File: config.mk
export PLATFORM = sky130hd
export DESIGN_NAME = tmds_serializer
export DESIGN_NICKNAME = d
export VERILOG_FILES = /design/src/rtl/tmds_pkg.sv /design/src/rtl/tmds_word_fifo.sv /design/src/rtl/tmds_serializer.sv
export SDC_FILE = /design/constraint.sdc
export NUM_CORES = 1
export LEC_CHECK = 0
export ABC_AREA = 1
export CORE_AREA = 2 2 126 128
export CTS_CLUSTER_DIAMETER = 120
export CTS_CLUSTER_SIZE = 30
export DETAILED_ROUTE_END_ITERATION = 12
export DIE_AREA = 0 0 128 130
export PLACE_DENSITY = 0.74
export SYNTH_ARGS = -nofsm -noshare
export SYNTH_HDL_FRONTEND = slang
export SYNTH_SLANG_ARGS = --single-unit
export TNS_END_PERCENT = 1
File: constraint.sdc
create_clock -name clk -period 5.5 [get_ports clk]
set_input_delay 0.825 -clock clk [delete_from_list [all_inputs] [get_ports clk]]
set_output_delay 0.825 -clock clk [all_outputs]
set_load 0.02 [all_outputs]
File: src/rtl/tmds_pkg.sv
// Shared HDMI/TMDS definitions: symbol width, the four control-period
// symbols, the TMDS clock-channel pattern and the {ch2,ch1,ch0} word triple.
package tmds_pkg;
   localparam int TMDS_W = 10;

   // Control-period symbols, named by {c1,c0}
   localparam logic [TMDS_W-1:0] CTRL_SYM_00 = 10'b1101010100;
   localparam logic [TMDS_W-1:0] CTRL_SYM_01 = 10'b0010101011;
   localparam logic [TMDS_W-1:0] CTRL_SYM_10 = 10'b0101010100;
   localparam logic [TMDS_W-1:0] CTRL_SYM_11 = 10'b1010101011;

   // Clock channel: five ones then five zeros, sent LSB first
   localparam logic [TMDS_W-1:0] TMDS_CLK_PAT = 10'b0000011111;

   typedef struct packed {
      logic [TMDS_W-1:0] ch2;
      logic [TMDS_W-1:0] ch1;
      logic [TMDS_W-1:0] ch0;
   } tmds_triple_t;

   function automatic tmds_triple_t idle_triple(input logic [TMDS_W-1:0] sym);
      return '{ch2: sym, ch1: sym, ch0: sym};
   endfunction
endpackage

File: src/rtl/tmds_word_fifo.sv
// Synchronous FIFO of TMDS word triples.
// Ports: clk/rst (async, active high); flush empties the FIFO and wins over
// push/pop; push ignored when full, pop ignored when empty; rdata is the head
// entry (valid when !empty); empty/full/level report occupancy.
module tmds_word_fifo
   import tmds_pkg::*;
#(
   parameter  int DEPTH = 4,
   localparam int AW    = $clog2(DEPTH),
   localparam int LW    = AW + 1
) (
   input  logic               clk,
   input  logic               rst,
   input  logic               flush,
   input  logic               push,
   input  logic               pop,
   input  tmds_triple_t       wdata,
   output tmds_triple_t       rdata,
   output logic               empty,
   output logic               full,
   output logic [LW-1:0]      level
);
   tmds_triple_t  mem_q [DEPTH];
   tmds_triple_t  mem_d [DEPTH];
   logic [AW-1:0] wr_q, wr_d, rd_q, rd_d;
   logic [LW-1:0] level_q, level_d;
   logic          do_push, do_pop;

   assign empty = (level_q == '0);
   assign full  = (level_q == LW'(DEPTH));
   assign level = level_q;
   assign rdata = mem_q[rd_q];

   always_comb begin
      mem_d   = mem_q;
      wr_d    = wr_q;
      rd_d    = rd_q;
      level_d = level_q;
      do_push = push && !full;
      do_pop  = pop && !empty;
      if (flush) begin
         wr_d    = '0;
         rd_d    = '0;
         level_d = '0;
      end else begin
         // DEPTH is a power of two, so pointers wrap naturally
         if (do_push) begin
            mem_d[wr_q] = wdata;
            wr_d        = wr_q + AW'(1);
         end
         if (do_pop) rd_d = rd_q + AW'(1);
         case ({do_push, do_pop})
            2'b10:   level_d = level_q + LW'(1);
            2'b01:   level_d = level_q - LW'(1);
            default: level_d = level_q;
         endcase
      end
   end

   always_ff @(posedge clk or posedge rst) begin
      if (rst) begin
         mem_q   <= '{default: '0};
         wr_q    <= '0;
         rd_q    <= '0;
         level_q <= '0;
      end else begin
         mem_q   <= mem_d;
         wr_q    <= wr_d;
         rd_q    <= rd_d;
         level_q <= level_d;
      end
   end
endmodule

File: src/rtl/tmds_serializer.sv
// 10:1 TMDS serializer for three data channels plus the TMDS clock channel.
// Ports: clk (10x pixel), rst (async, active high); en gates the link (low =
// idle symbols, FIFO flushed); in_valid/in_ready/in_ch0..2 accept word
// triples; pix_ce strobes on the load slot; ser_ch0..2/ser_clk are the serial
// bits (LSB first); fifo_level and underflow_cnt are status.
module tmds_serializer
   import tmds_pkg::*;
#(
   parameter int                FIFO_DEPTH  = 4,
   parameter logic [TMDS_W-1:0] IDLE_SYMBOL = CTRL_SYM_00
) (
   input  logic                          clk,
   input  logic                          rst,
   input  logic                          en,
   input  logic                          in_valid,
   output logic                          in_ready,
   input  logic [TMDS_W-1:0]             in_ch0,
   input  logic [TMDS_W-1:0]             in_ch1,
   input  logic [TMDS_W-1:0]             in_ch2,
   output logic                          pix_ce,
   output logic                          ser_ch0,
   output logic                          ser_ch1,
   output logic                          ser_ch2,
   output logic                          ser_clk,
   output logic [$clog2(FIFO_DEPTH):0]   fifo_level,
   output logic [7:0]                    underflow_cnt
);
   logic [3:0]        bit_cnt_q, bit_cnt_d;
   tmds_triple_t      shift_q, shift_d;
   logic [TMDS_W-1:0] shift_clk_q, shift_clk_d;
   logic              primed_q, primed_d;
   logic [7:0]        ucnt_q, ucnt_d;

   logic              load, fifo_pop, fifo_push, fifo_empty, fifo_full;
   tmds_triple_t      fifo_rdata, fifo_wdata;

   assign load       = (bit_cnt_q == 4'd9);
   assign fifo_pop   = load && en && !fifo_empty;
   assign fifo_push  = in_valid && in_ready && en;
   assign fifo_wdata = '{ch2: in_ch2, ch1: in_ch1, ch0: in_ch0};
   assign in_ready   = !fifo_full;

   tmds_word_fifo #(.DEPTH(FIFO_DEPTH)) u_fifo (
      .clk   (clk),
      .rst   (rst),
      .flush (!en),
      .push  (fifo_push),
      .pop   (fifo_pop),
      .wdata (fifo_wdata),
      .rdata (fifo_rdata),
      .empty (fifo_empty),
      .full  (fifo_full),
      .level (fifo_level)
   );

   always_comb begin
      bit_cnt_d   = load ? 4'd0 : bit_cnt_q + 4'd1;
      shift_d.ch0 = {1'b0, shift_q.ch0[TMDS_W-1:1]};
      shift_d.ch1 = {1'b0, shift_q.ch1[TMDS_W-1:1]};
      shift_d.ch2 = {1'b0, shift_q.ch2[TMDS_W-1:1]};
      shift_clk_d = {1'b0, shift_clk_q[TMDS_W-1:1]};
      primed_d    = primed_q;
      ucnt_d      = ucnt_q;
      if (load) begin
         shift_clk_d = TMDS_CLK_PAT;
         if (fifo_pop) begin
            shift_d  = fifo_rdata;
            primed_d = 1'b1;
         end else begin
            shift_d = idle_triple(IDLE_SYMBOL);
            // Only starvation after real traffic has started is an underflow
            if (en && primed_q && ucnt_q != 8'hFF) ucnt_d = ucnt_q + 8'd1;
         end
      end
      if (!en) primed_d = 1'b0;
   end

   always_ff @(posedge clk or posedge rst) begin
      if (rst) begin
         bit_cnt_q   <= 4'd0;
         shift_q     <= idle_triple(IDLE_SYMBOL);
         shift_clk_q <= TMDS_CLK_PAT;
         primed_q    <= 1'b0;
         ucnt_q      <= 8'd0;
      end else begin
         bit_cnt_q   <= bit_cnt_d;
         shift_q     <= shift_d;
         shift_clk_q <= shift_clk_d;
         primed_q    <= primed_d;
         ucnt_q      <= ucnt_d;
      end
   end

   // Outputs are the shift-register LSBs directly
   assign pix_ce        = load;
   assign ser_ch0       = shift_q.ch0[0];
   assign ser_ch1       = shift_q.ch1[0];
   assign ser_ch2       = shift_q.ch2[0];
   assign ser_clk       = shift_clk_q[0];
   assign underflow_cnt = ucnt_q;
endmodule

==> results of run 1 <==
[power by group]
group / internal [mW] / leakage (nW) / switching, mW / total [mW]
sequential: 1.69 / 2.12 / 0.214 / 1.90
combinational: 0.561 / 1.98 / 0.404 / 0.965
clock: 0.791 / 0.319 / 0.501 / 1.29
[cell usage in the layout, fill, tap and decap left out, types with 5 or more instances in the layout]
master           Yosys  routed
nor2_1              48      48
nand2_1            145     145
nand3_1             12      12
buf_4                4       6
o22ai_1             15      15
clkdlybuf4s50_1      0      50
mux2_4              81      81
mux2_2              17      17
a21oi_1             44      44
o21ai_0             83      83
dfstp_2             20      20
clkbuf_16            0      17
clkinv_2             0       7
ha_1                 5       5
inv_1               45      44
dfrtp_1            155     155
[flip-flops by register name (all words and copies together), names as in the netlist]
signal and flops:
shift_clk_q 5, u_fifo.mem_q 120, underflow_cnt 8, bit_cnt_q 4
primed_q 1, shift_q 27, ser_ch1 1, u_fifo.rd_q 2
u_fifo.level 3, ser_ch0 1, ser_ch2 1, u_fifo.wr_q 2
[worst max path at each step]
stage                                  to  cells past startpoint  from  slack [ns]
final                     u_fifo.level[2]                     14    en        2.88
after global routing      u_fifo.level[2]                     14    en        2.73
after CTS                 u_fifo.level[2]                     14    en        2.89
after detailed placement  u_fifo.level[2]                     14    en        2.45
after global placement    u_fifo.level[2]                     13    en        2.56
after floorplan              bit_cnt_q[0]                      1   rst        2.45
[cell families after synthesis]
family          Yosys count  share of synthesized area
simple gates            225                     0.1214
flops                   175                     0.5417
compound gates          143                    0.09064
mux                      98                     0.1731
buf+inv                  89                    0.05540
xor+xnor                  7                   0.007541
fa+ha+maj                 6                    0.01016
[Yosys cell counts (all sizes together)]
master  count  area share
or2         4      0.0031
nand3      12      0.0074
o21ai      83       0.051
xnor2       3      0.0032
dfrtp     155        0.48
inv        48       0.022
nand4       3      0.0031
dfstp      20       0.065
a21boi      1     0.00092
ha          5      0.0077
nor2       55       0.034
clkbuf     14      0.0065
mux2       98        0.17
xor2        4      0.0043
nand2     148       0.072
buf        26       0.026
a21oi      44       0.027
fa          1      0.0025
nor3        3      0.0025
o22ai      15       0.012
clkinv      1     0.00046
[final cells by class]
type / count / share of cell area
flip-flops and latches: 175 / 0.4732
multi-input cells: 479 / 0.3520
repair buffers: 57 / 0.06077
clock buffers: 20 / 0.05015
well taps: 192 / 0.02581
inverters: 49 / 0.02044
clock inverters: 12 / 0.01761
[layer usage]
metal	part of all wire	vias to the layer above	track usage
met4	0.015	0	0.08403
met3	0.031	25	0.03813
met5	0	-	0
met2	0.50	111	0.3640
li1	-	2521	-
met1	0.46	2763	0.2984
[critical path, stage by stage]
cell	delay [ns]
clkdlybuf4s50_1	0.66
nand2_2	0.11
inv_4	0.10
nand2_8	0.11
nand3_1	0.16
inv_1	0.07
fa_1	0.38
nand2_1	0.07
inv_1	0.04
nor2_1	0.13
inv_1	0.07
nand2_1	0.06
nand2_1	0.04
o21ai_0	0.14
==> flow_metrics.env, run 1 <==
export IMPL_vias=5420
export IMPL_fin_area_mm2=0.009306
export IMPL_fin_util=0.6033
export IMPL_worstPathRequired_ns=5.86
export IMPL_post_route_min_period_ns=2.619
export IMPL_wl_per_cell_um=17.82
export IMPL_worstSetupStartpointType="primary input"
export IMPL_final_hold_viol_count=0
export IMPL_fin_crit_sh=0.4762
export IMPL_drive_gt1_frac=0.2235
export IMPL_fp_dieW_um=128
export IMPL_powerDensity_mw_per_mm2=446.8
export IMPL_stdcell_count=984
export IMPL_ant_nets=0
export IMPL_status="completed"
export IMPL_seq_area_mm2=0.004404
export IMPL_synth_distinct_cells=35
export IMPL_clock_sinks=175
export IMPL_synth_seq_area_share=0.5417
export IMPL_grt_pass1_vias=5595
export IMPL_fin_nets=819
export IMPL_setup_ws_ns=2.881
export IMPL_cts_resized=0
export IMPL_holdPathEnd="ser_ch0"
export IMPL_r2r_start="u_fifo.rd_q[0]"
export IMPL_tns_ns=0
export IMPL_reg2reg_to="shift_q[2]"
export IMPL_finalClockSkew_ns=0.008649
export IMPL_min_from="shift_q[1]"
export IMPL_grt_pass1_wl_um=28830
export IMPL_maxSlewViolCount=0
export IMPL_grt_max_degree=176
export IMPL_reg2regPathDepth=5
export IMPL_n_antenna_cell=0
export IMPL_cts_root_buf="clkbuf_16"
export IMPL_crit_type="primary input to flop"
export IMPL_post_drt_via_cell_ratio=5.508
export IMPL_clk_path_buf_depth=2
export IMPL_syn_area_mm2=0.008130
export IMPL_synth_fp_nets=783
export IMPL_h_tree_depth=4
export IMPL_rsz0062_at_grt="no"
export IMPL_fin_total_pwr_mw=4.158
export IMPL_portBuffers=50
export IMPL_hold_class="flop to flop"
export IMPL_drt_first_pass_iters=5
export IMPL_irDropWorstVdd_mv=0.2703
export IMPL_cp_end_kind="flop"
export IMPL_die_area_mm2=0.01664
export IMPL_yosysWarnings=0
export IMPL_rows=46
export IMPL_post_cts_buffers=0
export IMPL_numCtsBuffers=17
export IMPL_hold_slack_ns=0.4770
export IMPL_cts_clk_slew_worst_paths_ns=0.06
export IMPL_hold_depth=2
export IMPL_fmax_mhz=381.8
export IMPL_hold_buffers=0
export IMPL_dp_cells=952
export IMPL_initial_core_util=0.5271
export IMPL_place_congestion=0.7517
export IMPL_rrSetupSlack_ns=3.37
export IMPL_wirelength_um=17530
export IMPL_power_leakage_nw=4.419
export IMPL_cp_arrival_ns=2.97
export IMPL_setup_viol=0
export IMPL_nFillCells=1208
export IMPL_syn_area_per_cell_um2=10.94
export IMPL_coreArea_mm2=0.01542
export IMPL_first_iter_violations=426
export IMPL_relSlewSlack=0.3854
export IMPL_track_usage=0.2215
export IMPL_multi_input_area_mm2=0.003276
export IMPL_drc_errors=0
export IMPL_clk_insertion_delay_late_ns=0.43
export IMPL_ios=51
export IMPL_synthCells=743
export IMPL_syn2layout_area_growth_pct=14.47
export IMPL_cts_tree="built"
export IMPL_critPathMaxFanout=9
export IMPL_grt_overflow_total=0
export IMPL_pre_cts_ws_ns=2.448
export IMPL_ys_ff_latch=175
export IMPL_drv_cap=0
export IMPL_hpwlAfterDp_um=10140
export IMPL_postPlaceCellArea_mm2=0.008676
export IMPL_worstMarginPinSlew_ns=0.9162
export IMPL_die_y_um=130
export IMPL_antenna_found_initial=0
No activity file was read; power rests on OpenSTA's default activity.
==> run 2: changes to the inputs <==
==> constraint.sdc (replaced) <==
create_clock -name clk -period 2.3 [get_ports clk]
set_input_delay 0.345 -clock clk [delete_from_list [all_inputs] [get_ports clk]]
set_output_delay 0.345 -clock clk [all_outputs]
set_load 0.02 [all_outputs]
==> flow_metrics.env, run 2 (same netlist as run 1, synthesis figures left out) <==
export IMPL_fp_dieW_um=128
export IMPL_drt_first_pass_iters=4
export IMPL_final_hold_viol_count=0
export IMPL_status="completed"
export IMPL_n_antenna_cell=0
export IMPL_post_route_min_period_ns=2.056
export IMPL_clk_path_buf_depth=2
export IMPL_initial_core_util=0.5271
export IMPL_setup_viol=0
export IMPL_clk_insertion_delay_late_ns=0.42
export IMPL_post_drt_via_cell_ratio=5.567
export IMPL_tns_ns=0
export IMPL_cp_end_kind="output port"
export IMPL_critPathMaxFanout=5
export IMPL_die_y_um=130
export IMPL_grt_pass1_vias=6027
export IMPL_fin_nets=837
export IMPL_syn2layout_area_growth_pct=18.05
export IMPL_path_cells="nor2_4 > nand2_4 > clkdlybuf4s50_1"
export IMPL_drive_gt1_frac=0.2370
export IMPL_layout_common_cells="dfrtp_1 (155), nand2_1 (145), o21ai_0 (83)"
export IMPL_ant_nets=0
export IMPL_nFillCells=1178
export IMPL_cts_clk_slew_worst_paths_ns=0.06
export IMPL_clock_sinks=175
export IMPL_crit_type="flop to output port"
export IMPL_ios=51
export IMPL_worstSetupStartpointType="flop"
export IMPL_cts_tree="built"
export IMPL_h_tree_depth=4
export IMPL_crit_slowest_cell="clkdlybuf4s50_1"
export IMPL_post_cts_buffers=0
export IMPL_grt_pass1_wl_um=29870
export IMPL_power_leakage_nw=4.532
export IMPL_drv_cap=0
export IMPL_grt_overflow_total=0
export IMPL_numCtsBuffers=17
export IMPL_hold_class="primary input to async pin"
export IMPL_coreArea_mm2=0.01542
export IMPL_maxSlewViolCount=0
export IMPL_wirelength_um=17940
export IMPL_track_usage=0.2299
export IMPL_hpwlAfterDp_um=11260
export IMPL_powerDensity_mw_per_mm2=1043
export IMPL_fmax_mhz=486.4
export IMPL_dp_cells=970
export IMPL_cp_arrival_ns=1.71
export IMPL_wl_per_cell_um=17.91
export IMPL_die_area_mm2=0.01664
export IMPL_mostFrequentLayoutCell="dfrtp_1"
export IMPL_path_delay_family="buffers and inverters"
export IMPL_antenna_found_initial=0
export IMPL_path_buf_inv=1
export IMPL_grt_max_degree=67
export IMPL_stdcell_count=1002
export IMPL_fin_crit_sh=0.8939
export IMPL_vias=5578
export IMPL_cts_root_buf="clkbuf_16"
export IMPL_drc_errors=0
export IMPL_place_congestion=0.7783
export IMPL_worstPathRequired_ns=1.96
export IMPL_rows=46
export IMPL_rsz0062_at_grt="no"
export IMPL_finalClockSkew_ns=0.005466
export IMPL_largest_register="u_fifo.mem_q"
export IMPL_worstMarginPinSlew_ns=0.5873
export IMPL_largest_reg_flops=120
export IMPL_relSlewSlack=0.6084
export IMPL_portBuffers=50
export IMPL_max_stage_delay_ns=0.55
export IMPL_irDropWorstVdd_mv=0.6405
export IMPL_first_iter_violations=411
## run 2: power breakdown
part	switching (mW)	internal (mW)	total, mW
clock network	1.18	1.91	3.08
logic	0.971	1.39	2.36
registers	0.530	4.03	4.56
## run 2: timing repair
| action | in CTS | in global routing |
|---|---|---|
| setup endpoints to repair | 0 | 1 |
| endpoints found under the hold margin | 0 | 0 |
| gates resized for setup | 0 | 1 |
| hold buffers | 0 | 0 |
## run 2: per-stage QoR
stage          setup WS, ns  cell area [um2]  utilization  hold slack [ns]  total power, mW
3_3_place_gp        0.03974             8961       0.5810           0.4379            6.753
5_1_grt              0.1090             9598       0.6222           0.2556            10.49
2_1_floorplan       -0.2673             8134            -           0.4253            6.275
4_1_cts             0.03125             9595       0.6221           0.2485            10.05
3_5_place_dp       -0.09302             8961       0.5810           0.4446            6.920
6_report             0.2440             9598       0.6222           0.2608            10.01
## run 2: metal layers
layer  part of all wire  global-route usage  vias to the layer above
met4              0.021             0.09244                        0
met5                  0                   0                        -
li1                   -                   -                     2562
met2               0.50              0.3784                      146
met3              0.036             0.04510                       29
met1               0.45              0.3034                     2841
## run 2: area by class of cell
class	instances	area [um2]	share of cell area
timing repair buffer	75	853.3	0.08891
tap	192	240.2	0.02503
sequential	175	4404	0.4589
clock buffer	23	478.0	0.04980
inverter	49	190.2	0.01981
multi-input combinational	479	3276	0.3413
clock inverter	9	156.4	0.01630
## run 2: worst paths after layout
check,start,to,slack [ns],cells after the start
max,u_fifo.level[0],in_ready,0.24,3
min,rst,u_fifo.mem_q[32],0.26,2
max reg2reg,u_fifo.level[0],u_fifo.level[2],0.32,12
min reg2reg,shift_q[11],ser_ch1,0.46,2
max in group asynchronous,rst,shift_q[12],1.34,3
min in group clk,shift_q[11],ser_ch1,0.46,2
## run 2: worst reg2reg max path, stage by stage, from the launching register on
cell	delay [ns]
dfrtp_1	0.45
nor2_4	0.18
a21oi_1	0.10
nand3_1	0.13
inv_1	0.08
fa_1	0.38
nand2_1	0.07
inv_1	0.04
nor2_1	0.12
inv_1	0.06
nand2_1	0.07
nand2_1	0.05
o21ai_0	0.16
==> run 3: changes to the inputs <==
--- a/config.mk
+++ b/config.mk
@@ -11,7 +11,7 @@
 export CTS_CLUSTER_SIZE = 30
 export DETAILED_ROUTE_END_ITERATION = 12
 export DIE_AREA = 0 0 128 130
-export PLACE_DENSITY = 0.74
+export PLACE_DENSITY = 0.87
 export SYNTH_ARGS = -nofsm -noshare
 export SYNTH_HDL_FRONTEND = slang
 export SYNTH_SLANG_ARGS = --single-unit
==> flow_metrics.env, run 3 (same netlist as run 1, synthesis figures left out) <==
export IMPL_status="completed"
export IMPL_path_cells="inv_1 > nand2_1 > nor2_4 > clkdlybuf4s50_1"
export IMPL_hold_class="primary input to async pin"
export IMPL_power_leakage_nw=4.477
export IMPL_cts_clk_slew_worst_paths_ns=0.06
export IMPL_clock_sinks=175
export IMPL_reg2regPathDepth=12
export IMPL_wirelength_um=17540
export IMPL_cts_root_buf="clkbuf_16"
export IMPL_max_stage_delay_ns=0.65
export IMPL_largest_register="u_fifo.mem_q"
export IMPL_crit_slowest_cell="clkdlybuf4s50_1"
export IMPL_n_antenna_cell=0
export IMPL_grt_util_met1=0.2955
export IMPL_maxSlewViolCount=0
export IMPL_antenna_found_initial=0
export IMPL_h_tree_depth=4
export IMPL_finalClockSkew_ns=0.01105
export IMPL_cp_end_kind="output port"
export IMPL_drt_first_pass_iters=7
export IMPL_top_usage_layer="met2"
export IMPL_hpwlAfterDp_um=10750
export IMPL_ios=51
export IMPL_rows=46
export IMPL_place_congestion=0.7744
export IMPL_fin_util=0.6141
export IMPL_fin_nets=834
export IMPL_fmax_mhz=451.7
export IMPL_nFillCells=1146
export IMPL_grt_pass1_vias=5801
export IMPL_portBuffers=50
export IMPL_ant_nets=0
export IMPL_met3_usage=0.04100
export IMPL_path_depth=4
export IMPL_numCtsBuffers=17
export IMPL_rsz0062_at_grt="no"
export IMPL_seq_area_mm2=0.004404
export IMPL_crit_type="flop to output port"
export IMPL_mostFrequentLayoutCell="dfrtp_1"
export IMPL_first_iter_violations=514
export IMPL_grt_overflow_total=0
export IMPL_die_y_um=130
export IMPL_worstSetupStartpointType="flop"
export IMPL_clk_insertion_delay_late_ns=0.44
export IMPL_use_met2=0.3765
export IMPL_cts_tree="built"
export IMPL_drv_cap=0
export IMPL_relSlewSlack=0.6204
export IMPL_layout_common_cells="dfrtp_1 (155), nand2_1 (145), o21ai_0 (83)"
export IMPL_cp_arrival_ns=1.87
export IMPL_grt_pass1_wl_um=29420
export IMPL_powerDensity_mw_per_mm2=1029
export IMPL_grt_max_degree=92
export IMPL_final_hold_viol_count=0
export IMPL_vias=5556
export IMPL_hold_slack_ns=0.4202
export IMPL_worstPathRequired_ns=1.96
export IMPL_fp_dieW_um=128
export IMPL_dp_cells=967
export IMPL_initial_core_util=0.5271
export IMPL_die_area_mm2=0.01664
export IMPL_path_delay_family="buffers and inverters"
export IMPL_drc_errors=0
export IMPL_drive_gt1_frac=0.2342
export IMPL_worstMarginPinSlew_ns=0.5694
export IMPL_post_drt_via_cell_ratio=5.562
export IMPL_track_usage=0.2276
export IMPL_stdcell_count=999
export IMPL_coreArea_mm2=0.01542
export IMPL_irDropWorstVdd_mv=0.6402
export IMPL_path_buf_inv=2
export IMPL_syn2layout_area_growth_pct=16.51
export IMPL_fin_crit_sh=0.9624
export IMPL_critPathMaxFanout=6
export IMPL_largest_reg_flops=120
export IMPL_clk_path_buf_depth=2
export IMPL_setup_viol=0
export IMPL_post_route_min_period_ns=2.214
export IMPL_wl_per_cell_um=17.55
export IMPL_multi_input_area_mm2=0.003281
[run 3: changes by cell type in the layout (fill, tap and decap cells not counted), sizes merged]
cell	delta
buf	-3
bufinv	-2
clkbuf	-1
clkdlybuf4s50	+1
clkinv	+4
dlymetal6s2s	-1
inv	-1
[run 3: final timing paths]
path	end	startpoint	slack, ns
worst min-delay path	u_fifo.mem_q[109]	rst	0.42
worst max register to register	u_fifo.level[2]	u_fifo.level[0]	0.37
worst max-delay path	pix_ce	bit_cnt_q[1]	0.09
min in group clk	ser_ch2	shift_q[21]	0.47
max in group asynchronous	shift_q[12]	rst	1.43
worst min register to register	ser_ch2	shift_q[21]	0.47
[run 3: area by class of cell]
| cell class | count | area share |
|---|---|---|
| Sequential cell | 175 | 0.4649 |
| Multi-Input combinational cell | 479 | 0.3463 |
| Inverter | 49 | 0.02008 |
| Clock buffer | 22 | 0.04900 |
| Tap cell | 192 | 0.02536 |
| Timing Repair Buffer | 72 | 0.08216 |
| Clock inverter | 10 | 0.01215 |
[run 3: power breakdown]
| group | switching (mW) | internal (mW) |
|---|---|---|
| clock network | 1.18 | 1.65 |
| registers | 0.539 | 4.03 |
| logic | 0.957 | 1.38 |
[run 3: metal layers]
layer | wire length (um) | part of all wire
met5 | 0 | 0
met4 | 416 | 0.024
met3 | 837 | 0.048
met2 | 8646 | 0.49
met1 | 7635 | 0.44
[run 3: timing repair]
| item | 4_1_cts | 5_1_grt |
|---|---|---|
| gates resized for setup | 1 | 0 |
| buffers inserted | 0 | 0 |
| hold buffers | 0 | 0 |
| endpoints found under the setup margin | 1 | 0 |
[run 3: per-stage QoR]
step | cell area, um2 | total power, mW | setup TNS, ns | worst slack (ns)
floorplan | 8134 | 6.275 | -41.43 | -0.2673
global route | 9473 | 10.23 | 0 | 0.005680
finish | 9473 | 9.744 | 0 | 0.08637
detailed placement | 8889 | 6.900 | 0 | 0.04252
CTS | 9473 | 9.778 | 0 | 0.07298
global placement | 8889 | 6.736 | 0 | 0.1146
[run 3: worst reg2reg max path: cells and delay by family (launching register included)]
family | cells | cell delay [ns]
AND/OR/NAND/NOR | 6 | 0.60
flip-flops | 1 | 0.46
buffers and inverters | 3 | 0.17
AO/OA/AOI/OAI | 2 | 0.25
adder cells (fa/ha/maj) | 1 | 0.37
